===== config.mk =====
export PLATFORM = sky130hd
export DESIGN_NAME = keypad_scanner
export DESIGN_NICKNAME = d
export VERILOG_FILES = /design/src/rtl/keypad_pkg.sv /design/src/rtl/keypad_sync.sv /design/src/rtl/keypad_scanner.sv
export SDC_FILE = /design/constraint.sdc
export NUM_CORES = 1
export LEC_CHECK = 0
export CORE_MARGIN = 5
export CORE_UTILIZATION = 51
export CTS_CLUSTER_DIAMETER = 200
export CTS_CLUSTER_SIZE = 30
export DETAILED_ROUTE_END_ITERATION = 16
export PLACE_DENSITY = 0.81
export SLEW_MARGIN = 25
export SYNTH_ARGS = -nofsm -noshare
export SYNTH_HDL_FRONTEND = slang
export SYNTH_HIERARCHICAL = 1
export SYNTH_SLANG_ARGS = --single-unit

===== constraint.sdc =====
create_clock -name clk -period 1.95 [get_ports clk]
set_clock_uncertainty 0.1 [all_clocks]
set_input_delay 0.39 -clock clk [delete_from_list [all_inputs] [get_ports clk]]
set_output_delay 0.39 -clock clk [all_outputs]
set_load 0.03 [all_outputs]

===== src/rtl/keypad_pkg.sv =====
// keypad_pkg: shared FSM state type, matrix geometry and column-priority helper for the keypad scanner.
package keypad_pkg;
  localparam int NUM_ROWS = 4;
  localparam int NUM_COLS = 4;
  localparam int CODE_W   = 4;
  localparam int ROW_W    = $clog2(NUM_ROWS);
  localparam int COL_W    = $clog2(NUM_COLS);
  typedef enum logic [1:0] {SCAN, DEBOUNCE, PRESSED, RELEASE} state_e;
  // Index of the lowest active-low column; the lowest index wins when several are low.
  function automatic logic [COL_W-1:0] lowest_low(input logic [NUM_COLS-1:0] col);
    lowest_low = '0;
    for (int i = NUM_COLS - 1; i >= 0; i--)
      if (!col[i]) lowest_low = COL_W'(i);
  endfunction
endpackage


===== src/rtl/keypad_sync.sv =====
// keypad_sync: parameterized-width 2-flop synchronizer with a configurable reset value.
module keypad_sync #(
  parameter int           W       = 4,
  parameter logic [W-1:0] RST_VAL = '0
) (
  input  logic         clk,
  input  logic         rst,
  input  logic [W-1:0] d,
  output logic [W-1:0] q
);
  logic [W-1:0] meta_q, sync_q;
  always_ff @(posedge clk or posedge rst)
    if (rst) begin
      meta_q <= RST_VAL;
      sync_q <= RST_VAL;
    end else begin
      meta_q <= d;
      sync_q <= meta_q;
    end
  assign q = sync_q;
endmodule


===== src/rtl/keypad_scanner.sv =====
// keypad_scanner: 4x4 matrix scanner with tick-based debounce; define KEY_REPEAT_EN for auto-repeat while held.
module keypad_scanner
  import keypad_pkg::*;
#(
  parameter int DEBOUNCE_TICKS = 500,
  parameter int REPEAT_TICKS   = 25000
) (
  input  logic                clk,
  input  logic                rst,
  input  logic                scan_tick,
  input  logic [NUM_COLS-1:0] col_in,
  output logic [NUM_ROWS-1:0] row_out,
  output logic [CODE_W-1:0]   key_code,
  output logic                key_valid,
  output logic                key_held
);
  localparam int CNT_MAX = (DEBOUNCE_TICKS > REPEAT_TICKS) ? DEBOUNCE_TICKS : REPEAT_TICKS;
  localparam int CNT_W   = $clog2(CNT_MAX + 1);
  localparam logic [CNT_W-1:0] DEB_LAST = CNT_W'(DEBOUNCE_TICKS - 1);
`ifdef KEY_REPEAT_EN
  localparam logic [CNT_W-1:0] REP_LAST = CNT_W'(REPEAT_TICKS - 1);
`endif
  state_e               state_q, state_d;
  logic [ROW_W-1:0]     row_q, row_d;
  logic [NUM_COLS-1:0]  pat_q, pat_d;
  logic [CNT_W-1:0]     cnt_q, cnt_d, cnt_inc;
  logic [CODE_W-1:0]    code_q, code_d;
  logic                 valid_q, valid_d, held_q, held_d;
  logic [NUM_COLS-1:0]  col_s;
  logic                 pressed, stable, accept, rpt, rel_done;
  // Released columns idle high, so the synchronizer resets to all-ones.
  keypad_sync #(.W(NUM_COLS), .RST_VAL('1)) u_sync (
    .clk (clk),
    .rst (rst),
    .d   (col_in),
    .q   (col_s)
  );
  assign pressed  = col_s != '1;
  assign stable   = col_s == pat_q;
  assign cnt_inc  = (cnt_q == '1) ? cnt_q : cnt_q + 1'b1;
  assign accept   = scan_tick && state_q == DEBOUNCE && stable && cnt_q == DEB_LAST;
  assign rel_done = !pressed && cnt_q == DEB_LAST;
`ifdef KEY_REPEAT_EN
  assign rpt = scan_tick && state_q == PRESSED && pressed && cnt_q == REP_LAST;
`else
  assign rpt = 1'b0;
`endif
  always_ff @(posedge clk or posedge rst)
    if (rst) begin
      state_q <= SCAN;
      row_q   <= '0;
      pat_q   <= '1;
      cnt_q   <= '0;
      code_q  <= '0;
      valid_q <= 1'b0;
      held_q  <= 1'b0;
    end else begin
      state_q <= state_d;
      row_q   <= row_d;
      pat_q   <= pat_d;
      cnt_q   <= cnt_d;
      code_q  <= code_d;
      valid_q <= valid_d;
      held_q  <= held_d;
    end
  always_comb begin
    state_d = state_q;
    if (scan_tick)
      case (state_q)
        SCAN:     state_d = pressed ? DEBOUNCE : SCAN;
        DEBOUNCE: state_d = !stable ? SCAN : (cnt_q == DEB_LAST) ? PRESSED : DEBOUNCE;
        PRESSED:  state_d = pressed ? PRESSED : RELEASE;
        RELEASE:  state_d = pressed ? PRESSED : rel_done ? SCAN : RELEASE;
      endcase
  end
  always_comb begin
    row_d   = row_q;
    pat_d   = pat_q;
    cnt_d   = cnt_q;
    code_d  = code_q;
    valid_d = 1'b0;
    held_d  = held_q;
    if (scan_tick)
      case (state_q)
        SCAN: begin
          row_d = pressed ? row_q : row_q + 1'b1;
          pat_d = pressed ? col_s : pat_q;
          cnt_d = '0;
        end
        DEBOUNCE: begin
          cnt_d   = (stable && !accept) ? cnt_inc : '0;
          code_d  = accept ? {row_q, lowest_low(pat_q)} : code_q;
          valid_d = accept;
          held_d  = held_q | accept;
        end
        PRESSED: begin
          cnt_d   = (!pressed || rpt) ? '0 : cnt_inc;
          valid_d = rpt;
        end
        RELEASE: begin
          cnt_d  = pressed ? '0 : cnt_inc;
          row_d  = rel_done ? row_q + 1'b1 : row_q;
          held_d = !rel_done;
        end
      endcase
  end
  assign row_out   = ~(NUM_ROWS'(1) << row_q);
  assign key_code  = code_q;
  assign key_valid = valid_q;
  assign key_held  = held_q;
endmodule


==> run summary, run 1 <==
status -> finished with violations
failing checks -> negative setup slack
# DRC -> 0
WL met2 -> 2.38 mm
Die X -> 70.7 um
most frequent cells in the layout -> 38 x buf_4, 24 x dfrtp_1, 15 x nand2_1
sequential element share of the synthesized area -> 50.1%
Setup-failing EPs final -> 9
chip height -> 70.7 um
critical path fanouts, max -> 6
vias -> 1673
synthesis-stage register bit count -> 37
crit path time final -> 2030 ps
drt pass-1 iters -> 4
slowest stage cell, crit path -> dfrtp_1
Unique masters post-synth -> 42
initial antenna violation count -> 0
Synth Warn # -> 6
drt via density -> 5.60
Main synth FF type -> dfrtp_1
EDFF count, synth -> 0
most common cell after layout, fill and taps aside -> buf_4
Slew @ Worst Pin -> 407 ps
cell count after synthesis -> 189
vias in the first global route -> 1609
Hold Path Depth -> 0
CTS Sinks -> 37
maxcap violations -> 0
Worst-Skew Late Latency -> 300 ps
net count after synthesis -> 201
CTS Buf Count -> 5
Hold Path Class -> register to register
startpoint types -> register
I/O pin total -> 17
filler cell count -> 229
dpl ws -> -108 ps
Placer Congestion -> 0.851
Area Growth Syn to Fin -> 41.8%
Placed Cells -> 284
Initial Utilization -> 52.0%
share of Yosys cell area claimed by the top area cell type -> 33.3%
VDD IR-drop max -> 0.000450 V
Initial DRC Count -> 171
layout cells sized above 1 -> 40.6%
Port Buf Inserts -> 16
Tcrit/Tclk final -> 104%
global-route usage over all layers -> 18.0%
Pwr per Cell Area -> 721 nW/um2
DR WL met3 -> 197 um
mapped cell area -> 1880 um2
wl on met1 -> 1.99 mm
first-pass GRT wire length -> 7.22 mm
Worst EP arrival -> 2120 ps
largest net degree at the start of global routing -> 30
Total Power -> 1.92 mW
CTS H-tree lvls -> 2
Max-slew headroom -> 72.8%
Synth area leaders -> dfrtp_1 33%, dfstp_2 17%, nand2_1 4.0%
reg2reg path depth -> 7
Final Slew Violations -> 0
crit-path cells -> ha_2 -> and4bb_2 -> and4_4 -> nor3_4 -> or2_4 -> a21o_1 -> mux2_4
diode count -> 0
cts hold-fix bufs -> 0
CTS tree -> built
die area -> 4990 um2
Clock transition at path regs -> 80 ps
Crit path largest cell delay -> 370 ps
remaining global-route overflow -> 0
Highest Signal Layer -> met4
Rows -> 22
Pleak -> 1.19 nW
Crit. End Element -> register
wire per inst -> 15.5 um
Setup CP Type -> register to register
final wirelength -> 4.62 mm
Root Buffer -> clkbuf_8
non-filler instance count after layout -> 299
Synth area leader -> dfrtp_1
worst setup margin -> -81.5 ps
RSZ-0062 raised after global routing -> true
Core Footprint -> 3610 um2
post-route ant nets -> 0
FMAX -> 492 MHz
clock buffer depth -> 2
Mean Syn Cell Area -> 9.93 um2
Async S/R FF share, synth -> 100%
nets -> 262
Fin. Hold Viols -> 0
hpwl dp -> 2.87 mm
Crit path required time -> 2040 ps
-- path summary, 6_finish.rpt --
| path | start | slack, ps | endpoint |
|---|---|---|---|
| min | u_sync/meta_q[3] | 250 | u_sync/q[3] |
| min in group asynchronous | rst | 390 | key_code[1] |
| min reg2reg | u_sync/meta_q[3] | 250 | u_sync/q[3] |
| max | cnt_q[0] | -80 | cnt_q[0] |
| max reg2reg | cnt_q[0] | -80 | cnt_q[0] |
| max in group asynchronous | rst | 1050 | pat_q[3] |
-- where the power goes --
part / leakage, nW / internal (mW) / switching, mW
clock: 0.0651 / 0.412 / 0.301
sequential: 0.447 / 0.822 / 0.0309
combinational: 0.678 / 0.181 / 0.172
total: 1.19 / 1.41 / 0.504
-- cell type report --
cell class / instances / area (um2) / share of cell area [%]
Inverter: 13 / 48.8 / 1.83
Timing Repair Buffer: 58 / 483 / 18.1
Tap cell: 48 / 60.1 / 2.26
Clock buffer: 7 / 119 / 4.47
Clock inverter: 1 / 8.76 / 0.329
Multi-Input combinational cell: 135 / 1000 / 37.6
Sequential cell: 37 / 942 / 35.4
-- what timing repair did --
| action | 4_1_cts | 5_1_grt |
|---|---|---|
| endpoints found under the setup margin | 17 | 20 |
| pin swaps | 9 | 23 |
| resized for setup | 12 | 36 |
| setup buffers | 7 | 2 |
-- metal layers --
metal | vias to the layer above | GRT usage, %
met2 | 46 | 30.1
met5 | - | 0
met4 | 0 | 6.89
met3 | 5 | 3.84
li1 | 797 | -
met1 | 825 | 22.9
-- worst max-delay path: cells and delay by family (launching register included) --
family                   cells  cell delay [ps]
AND/OR/NAND/NOR              4              850
flip-flops                   1              370
AO/OA/AOI/OAI                1              180
multiplexers                 1              250
adder cells (fa/ha/maj)      1              180
-- logic make-up after synthesis --
group / share of synthesized area, %
compound gates: 14.6
simple gates: 22.6
flops: 50.1
fa+ha+maj: 3.33
mux: 3.20
xor+xnor: 2.33
buf+inv: 3.80
-- state kept, by name (all words and copies together), names as in the netlist --
name,cells
u_sync/meta_q,4
key_code,4
row_q,2
pat_q,4
key_held,1
key_valid,1
cnt_q,15
state_q,2
u_sync/q,4
-- Yosys cell counts, drive strengths merged (2+ instances only) --
library cell  count
a21o              4
a21oi            11
a22o              2
a2bb2oi           2
a31oi             2
and2              2
and3              4
and4              4
and4bb            2
clkbuf            3
dfrtp            25
dfstp            12
ha                5
inv              13
mux2              5
nand2            20
nand3            15
nand4             4
nor2             14
nor2b             3
nor3              6
nor4              2
o21ai            10
o31ai             3
xnor2             5
-- metrics by stage --
| step | hold slack, ps | utilization, % | area [um2] | TNS, ps |
|---|---|---|---|---|
| after global routing | 260 | 73.8 | 2660 | -1260 |
| after CTS | 254 | 70.6 | 2550 | -102 |
| after detailed placement | 249 | 64.9 | 2340 | -397 |
| after global placement | 246 | 64.9 | 2340 | -157 |
| final | 250 | 73.8 | 2660 | -253 |
| after floorplan | 245 | - | 1880 | -171 |
Note: power is estimated with default switching activity, not from simulation.
==> run 2: changes to the inputs <==
--- a/config.mk
+++ b/config.mk
@@ -11,6 +11,7 @@
 export CTS_CLUSTER_SIZE = 30
 export DETAILED_ROUTE_END_ITERATION = 16
 export PLACE_DENSITY = 0.81
+export REMOVE_ABC_BUFFERS = 1
 export SLEW_MARGIN = 25
 export SYNTH_ARGS = -nofsm -noshare
 export SYNTH_HDL_FRONTEND = slang
==> run 2 against run 1 <==
  * The run still ends with negative setup slack left
  * Sequential power up 2%
  * Die area unchanged
  * Maximum frequency grew 2.4%
  * Critical endpoint unchanged
==> run summary, run 2 (synthesis results as in run 1) <==
status -> finished with violations
failing checks -> negative setup slack
worst setup margin -> -33.4 ps (+48.1 ps)
Tcrit/Tclk final -> 102% (-2.5 points)
CTS tree -> built
Placer Congestion -> 0.932 (+9.6%)
first-pass GRT wire length -> 6.80 mm (-5.7%)
Final Slew Violations -> 0 (unchanged)
Pleak -> 1.10 nW (-8.0%)
setup TNS -> -33.4 ps (+220 ps)
diode count -> 0 (unchanged)
vias in the first global route -> 1509 (-6.2%)
Setup CP Type -> register to register
Initial DRC Count -> 155 (-9.4%)
Crit path required time -> 2030 ps (about the same)
critical path fanouts, max -> 6 (unchanged)
startpoint types -> register
wire per inst -> 14.1 um (-9.0%)
Die X -> 70.7 um (unchanged)
Port Buf Inserts -> 16 (unchanged)
max FFs per register -> 15 (unchanged)
cts hold-fix bufs -> 0 (unchanged)
drt pass-1 iters -> 4 (unchanged)
vias -> 1597 (-4.5%)
FMAX -> 504 MHz (+2.4%)
placed cell area -> 2280 um2 (-2.4%)
Slew @ Worst Pin -> 377 ps (-30.2 ps)
RSZ-0062 raised after global routing -> true
Fin. Hold Viols -> 0 (unchanged)
layout cells sized above 1 -> 33.2% (-7.4 points)
nets -> 249 (-5.0%)
chip height -> 70.7 um (unchanged)
crit-path cells -> ha_2 -> and4bb_2 -> and4_4 -> nor3_4 -> or2_4 -> a21o_1 -> mux2_4
CTS Sinks -> 37 (unchanged)
Final Cell Area -> 2470 um2 (-7.3%)
slowest stage cell, crit path -> dfrtp_1
CTS Buf Count -> 5 (unchanged)
Initial Utilization -> 52.0% (unchanged)
Root Buffer -> clkbuf_8
# DRC -> 0 (unchanged)
Total Power -> 1.67 mW (-13%)
Pwr per Cell Area -> 675 nW/um2 (-6.3%)
Setup-failing EPs final -> 1 (-8)
remaining global-route overflow -> 0 (unchanged)
Core Footprint -> 3610 um2 (unchanged)
I/O pin total -> 17 (unchanged)
clock buffer depth -> 2 (unchanged)
Max-slew headroom -> 74.8% (+2.0 points)
maxcap violations -> 0 (unchanged)
global-route usage over all layers -> 17.1% (-0.94 points)
minimum hold slack -> 257 ps (+7.33 ps)
Crit. End Element -> register
Clock transition at path regs -> 70 ps (about the same)
Worst-Skew Late Latency -> 300 ps (about the same)
most common cell after layout, fill and taps aside -> buf_4
Crit path largest cell delay -> 360 ps (about the same)
post-route ant nets -> 0 (unchanged)
most frequent cells in the layout -> 28 x buf_4, 24 x dfrtp_1, 20 x nand2_1
Largest Register -> cnt_q
hpwl dp -> 2.86 mm (-0.54%)
Rows -> 22 (unchanged)
Worst EP arrival -> 2060 ps (-60 ps)
Area Growth Syn to Fin -> 31.5%
CTS H-tree lvls -> 2 (unchanged)
VDD IR-drop max -> 0.000592 V (+32%)
drt via density -> 5.58 (-0.20%)
final wirelength -> 4.02 mm (-13%)
crit path time final -> 1980 ps (-48.1 ps)
Hold Path Class -> register to register
initial antenna violation count -> 0 (unchanged)
largest net degree at the start of global routing -> 30 (unchanged)
die area -> 4990 um2 (unchanged)
==> run 2: final timing paths <==
path	startpoint	endpoint	slack, ps	cells past startpoint
min	u_sync/meta_q[1]	u_sync/q[1]	260	0
min reg2reg	u_sync/meta_q[1]	u_sync/q[1]	260	0
min in group asynchronous	rst	key_code[1]	410	3
max	cnt_q[0]	cnt_q[0]	-30	7
max in group asynchronous	rst	pat_q[3]	1030	3
max reg2reg	cnt_q[0]	cnt_q[0]	-30	7
==> run 2: report_power, final <==
part / switching, mW / internal [mW] / total (mW) / leakage, nW
logic: 0.120 / 0.139 / 0.259 / 0.600
clock network: 0.283 / 0.253 / 0.536 / 0.0481
registers: 0.0485 / 0.822 / 0.871 / 0.447
==> run 2: final cells by class <==
class                      instances  area (um2)
clock buffer                       5        68.8
clock inverter                     3        22.5
fill                             274        1140
inverter                          13        48.8
multi-input combinational        135         950
sequential                        37         942
tap                               48        60.1
timing repair buffer              45         375
==> run 2: per-layer routing <==
layer / GRT usage, % / share of wire, %
met5: 0 / 0
met2: 27.5 / 51
met4: 7.93 / 1.6
met3: 4.55 / 5.7
met1: 21.4 / 42
==> run 2: through the flow <==
step | setup WS (ps) | util, % | cells
final | -33.4 | 68.4 | 286
after global placement | -24.6 | 63.4 | 277
after detailed placement | -72.3 | 63.4 | 277
after CTS | -44.8 | 66.6 | 285
after global routing | -94.0 | 68.4 | 286
after floorplan | -84.3 | - | 185
==> run 2: critical path, delay by kind of cell (launching register included) <==
| family | cells | cell delay, ps |
|---|---|---|
| and+or+nand+nor | 4 | 800 |
| DFF | 1 | 360 |
| muxes | 1 | 250 |
| adders and majority gates | 1 | 190 |
| AOI/OAI and AO/OA | 1 | 170 |
==> run 2: repair_timing <==
item | CTS | global route
gates resized for setup | 14 | 21
endpoints found under the setup margin | 18 | 22
pin swaps | 0 | 13
setup buffers | 0 | 2
endpoints found under the hold margin | 0 | 0
==> run 3: changes to the inputs <==
--- a/config.mk
+++ b/config.mk
@@ -10,6 +10,7 @@
 export CTS_CLUSTER_DIAMETER = 200
 export CTS_CLUSTER_SIZE = 30
 export DETAILED_ROUTE_END_ITERATION = 16
+export GPL_TIMING_DRIVEN = 0
 export PLACE_DENSITY = 0.81
 export REMOVE_ABC_BUFFERS = 1
 export SLEW_MARGIN = 25
==> run 3 against run 2 <==
  * The run still ends with negative setup slack left
  * Non-clock buffer count is 19 lower
  * Cell count fell by 6.6%
  * Combinational power fell by 24%
  * Maximum frequency shrank 3.2%
  * Cell area fell by 5.9%
  * Die area stayed put
  * Power is 1.9% higher
  * Count of clock-buffer cells in the layout up 1
  * Critical path type unchanged
  * Critical endpoint unchanged
  * Largest power group unchanged
  * Highest routed layer unchanged
==> run summary, run 3 (synthesis results as in run 1) <==
status -> finished with violations
failing checks -> negative setup slack
Hold EP -> u_sync/q[0]
Initial DRC Count -> 159 (+2.6%)
drt via density -> 5.76 (+3.2%)
crit path time final -> 2050 ps (+66.6 ps)
Placer Congestion -> 0.824 (-12%)
Pwr per Cell Area -> 731 nW/um2 (+8.3%)
first-pass GRT wire length -> 6.80 mm (-0.10%)
diode count -> 0 (unchanged)
Largest Register -> cnt_q
most frequent cells in the layout -> 22 x dfrtp_1, 19 x nand2_1, 15 x nand3_1
RSZ-0062 raised after global routing -> true
Crit path required time -> 2030 ps (about the same)
nets -> 230 (-7.6%)
global-route usage over all layers -> 16.9% (-0.15 points)
remaining global-route overflow -> 0 (unchanged)
Initial Utilization -> 52.0% (unchanged)
wire per inst -> 14.8 um (+5.5%)
Final Slew Violations -> 0 (unchanged)
CTS Sinks -> 37 (unchanged)
I/O pin total -> 17 (unchanged)
layout cells sized above 1 -> 26.5% (-6.7 points)
Setup-failing EPs final -> 9 (+8)
Hold Crit Start -> u_sync/meta_q[0]
Setup CP Type -> register to register
Hold Path Depth -> 0 (unchanged)
CTS tree -> built
flop2flop setup slack -> -100 ps (-70 ps)
Area Growth Syn to Fin -> 23.7%
CTS H-tree lvls -> 2 (unchanged)
Worst EP arrival -> 2130 ps (+70 ps)
Clock transition at path regs -> 70 ps (about the same)
Worst R2R Start -> u_sync/q[2]
dpl ws -> -438 ps (-366 ps)
minimum hold slack -> 257 ps (-0.480 ps)
Max-slew headroom -> 40.6% (-34 points)
startpoint types -> register
final wirelength -> 3.96 mm (-1.5%)
Root Buffer -> clkbuf_8
Total Power -> 1.70 mW (+1.9%)
max FFs per register -> 15 (unchanged)
CTS Buf Count -> 5 (unchanged)
Worst-Skew Late Latency -> 290 ps (about the same)
Core Footprint -> 3610 um2 (unchanged)
most common cell after layout, fill and taps aside -> dfrtp_1
Tcrit/Tclk final -> 105% (+3.4 points)
Die X -> 70.7 um (unchanged)
FMAX -> 488 MHz (-3.2%)
drt pass-1 iters -> 4 (unchanged)
vias -> 1539 (-3.6%)
Rows -> 22 (unchanged)
Slew @ Worst Pin -> 891 ps (+514 ps)
Port Buf Inserts -> 16 (unchanged)
crit path launch -> u_sync/q[2]
Hold Path Class -> register to register
cts hold-fix bufs -> 0 (unchanged)
post-route ant nets -> 0 (unchanged)
clock buffer depth -> 2 (unchanged)
Crit. End Element -> register
filler cell count -> 286 (+4.4%)
worst setup margin -> -100 ps (-66.6 ps)
maxcap violations -> 0 (unchanged)
worst reg2reg path endpoint -> cnt_q[0]
reg2reg path depth -> 6 (-1)
die area -> 4990 um2 (unchanged)
# DRC -> 0 (unchanged)
Pleak -> 0.999 nW (-8.8%)
Fin. Hold Viols -> 0 (unchanged)
critical path fanouts, max -> 8 (+2)
hpwl dp -> 2.59 mm (-9.5%)
chip height -> 70.7 um (unchanged)
largest net degree at the start of global routing -> 30 (unchanged)
VDD IR-drop max -> 0.000350 V (-41%)
vias in the first global route -> 1525 (+1.1%)
initial antenna violation count -> 0 (unchanged)
## run 3: final cells by class
cell class	count	area, um2	area share (%)
clock inverter	2	15.0	0.647
timing repair buffer	26	228	9.81
sequential	37	945	40.7
multi-input combinational	135	932	40.1
clock buffer	6	93.8	4.04
tap	48	60.1	2.59
inverter	13	48.8	2.10
## run 3: through the flow
step / instances / utilization, % / cell area [um2] / TNS, ps
floorplan: 185 / - / 1850 / -131
global placement: 249 / 57.5 / 2070 / -6710
detailed placement: 249 / 57.5 / 2070 / -7830
CTS: 266 / 63.6 / 2290 / -98.3
global route: 267 / 64.4 / 2320 / -1810
finish: 267 / 64.4 / 2320 / -373
## run 3: routing by layer
metal	track usage [%]	share of wire [%]	up-vias
met4	10.4	3.6	0
li1	-	-	736
met5	0	0	-
met1	20.9	44	740
met2	27.1	49	45
met3	3.55	3.8	18
## run 3: how the worst max path moves through the flow
stage / end / slack, ps / cells after the start
after global placement: cnt_q[0] / -420 / 4
after floorplan: cnt_q[0] / -80 / 7
after detailed placement: cnt_q[0] / -440 / 4
after global routing: cnt_q[0] / -160 / 6
after CTS: cnt_q[0] / -50 / 7
final: cnt_q[0] / -100 / 6
## run 3: repair_timing
item	CTS	global route
pin swaps	4	2
buffers inserted	9	1
gates resized for setup	17	11
hold endpoints to repair	0	0
endpoints found under the setup margin	29	24
## run 3: critical path: stages (launching register included)
cell and delay, ps:
dfstp_2 560, nand4_1 220, nor2_2 240, nor3_4 90
or2_4 310, a21o_1 180, mux2_4 250
## run 3: where the power goes
group	internal [mW]	total [mW]	switching, mW	leakage, nW
combinational	0.100	0.197	0.0968	0.498
clock	0.332	0.615	0.283	0.0569
sequential	0.822	0.885	0.0626	0.444
total	1.25	1.70	0.443	0.999
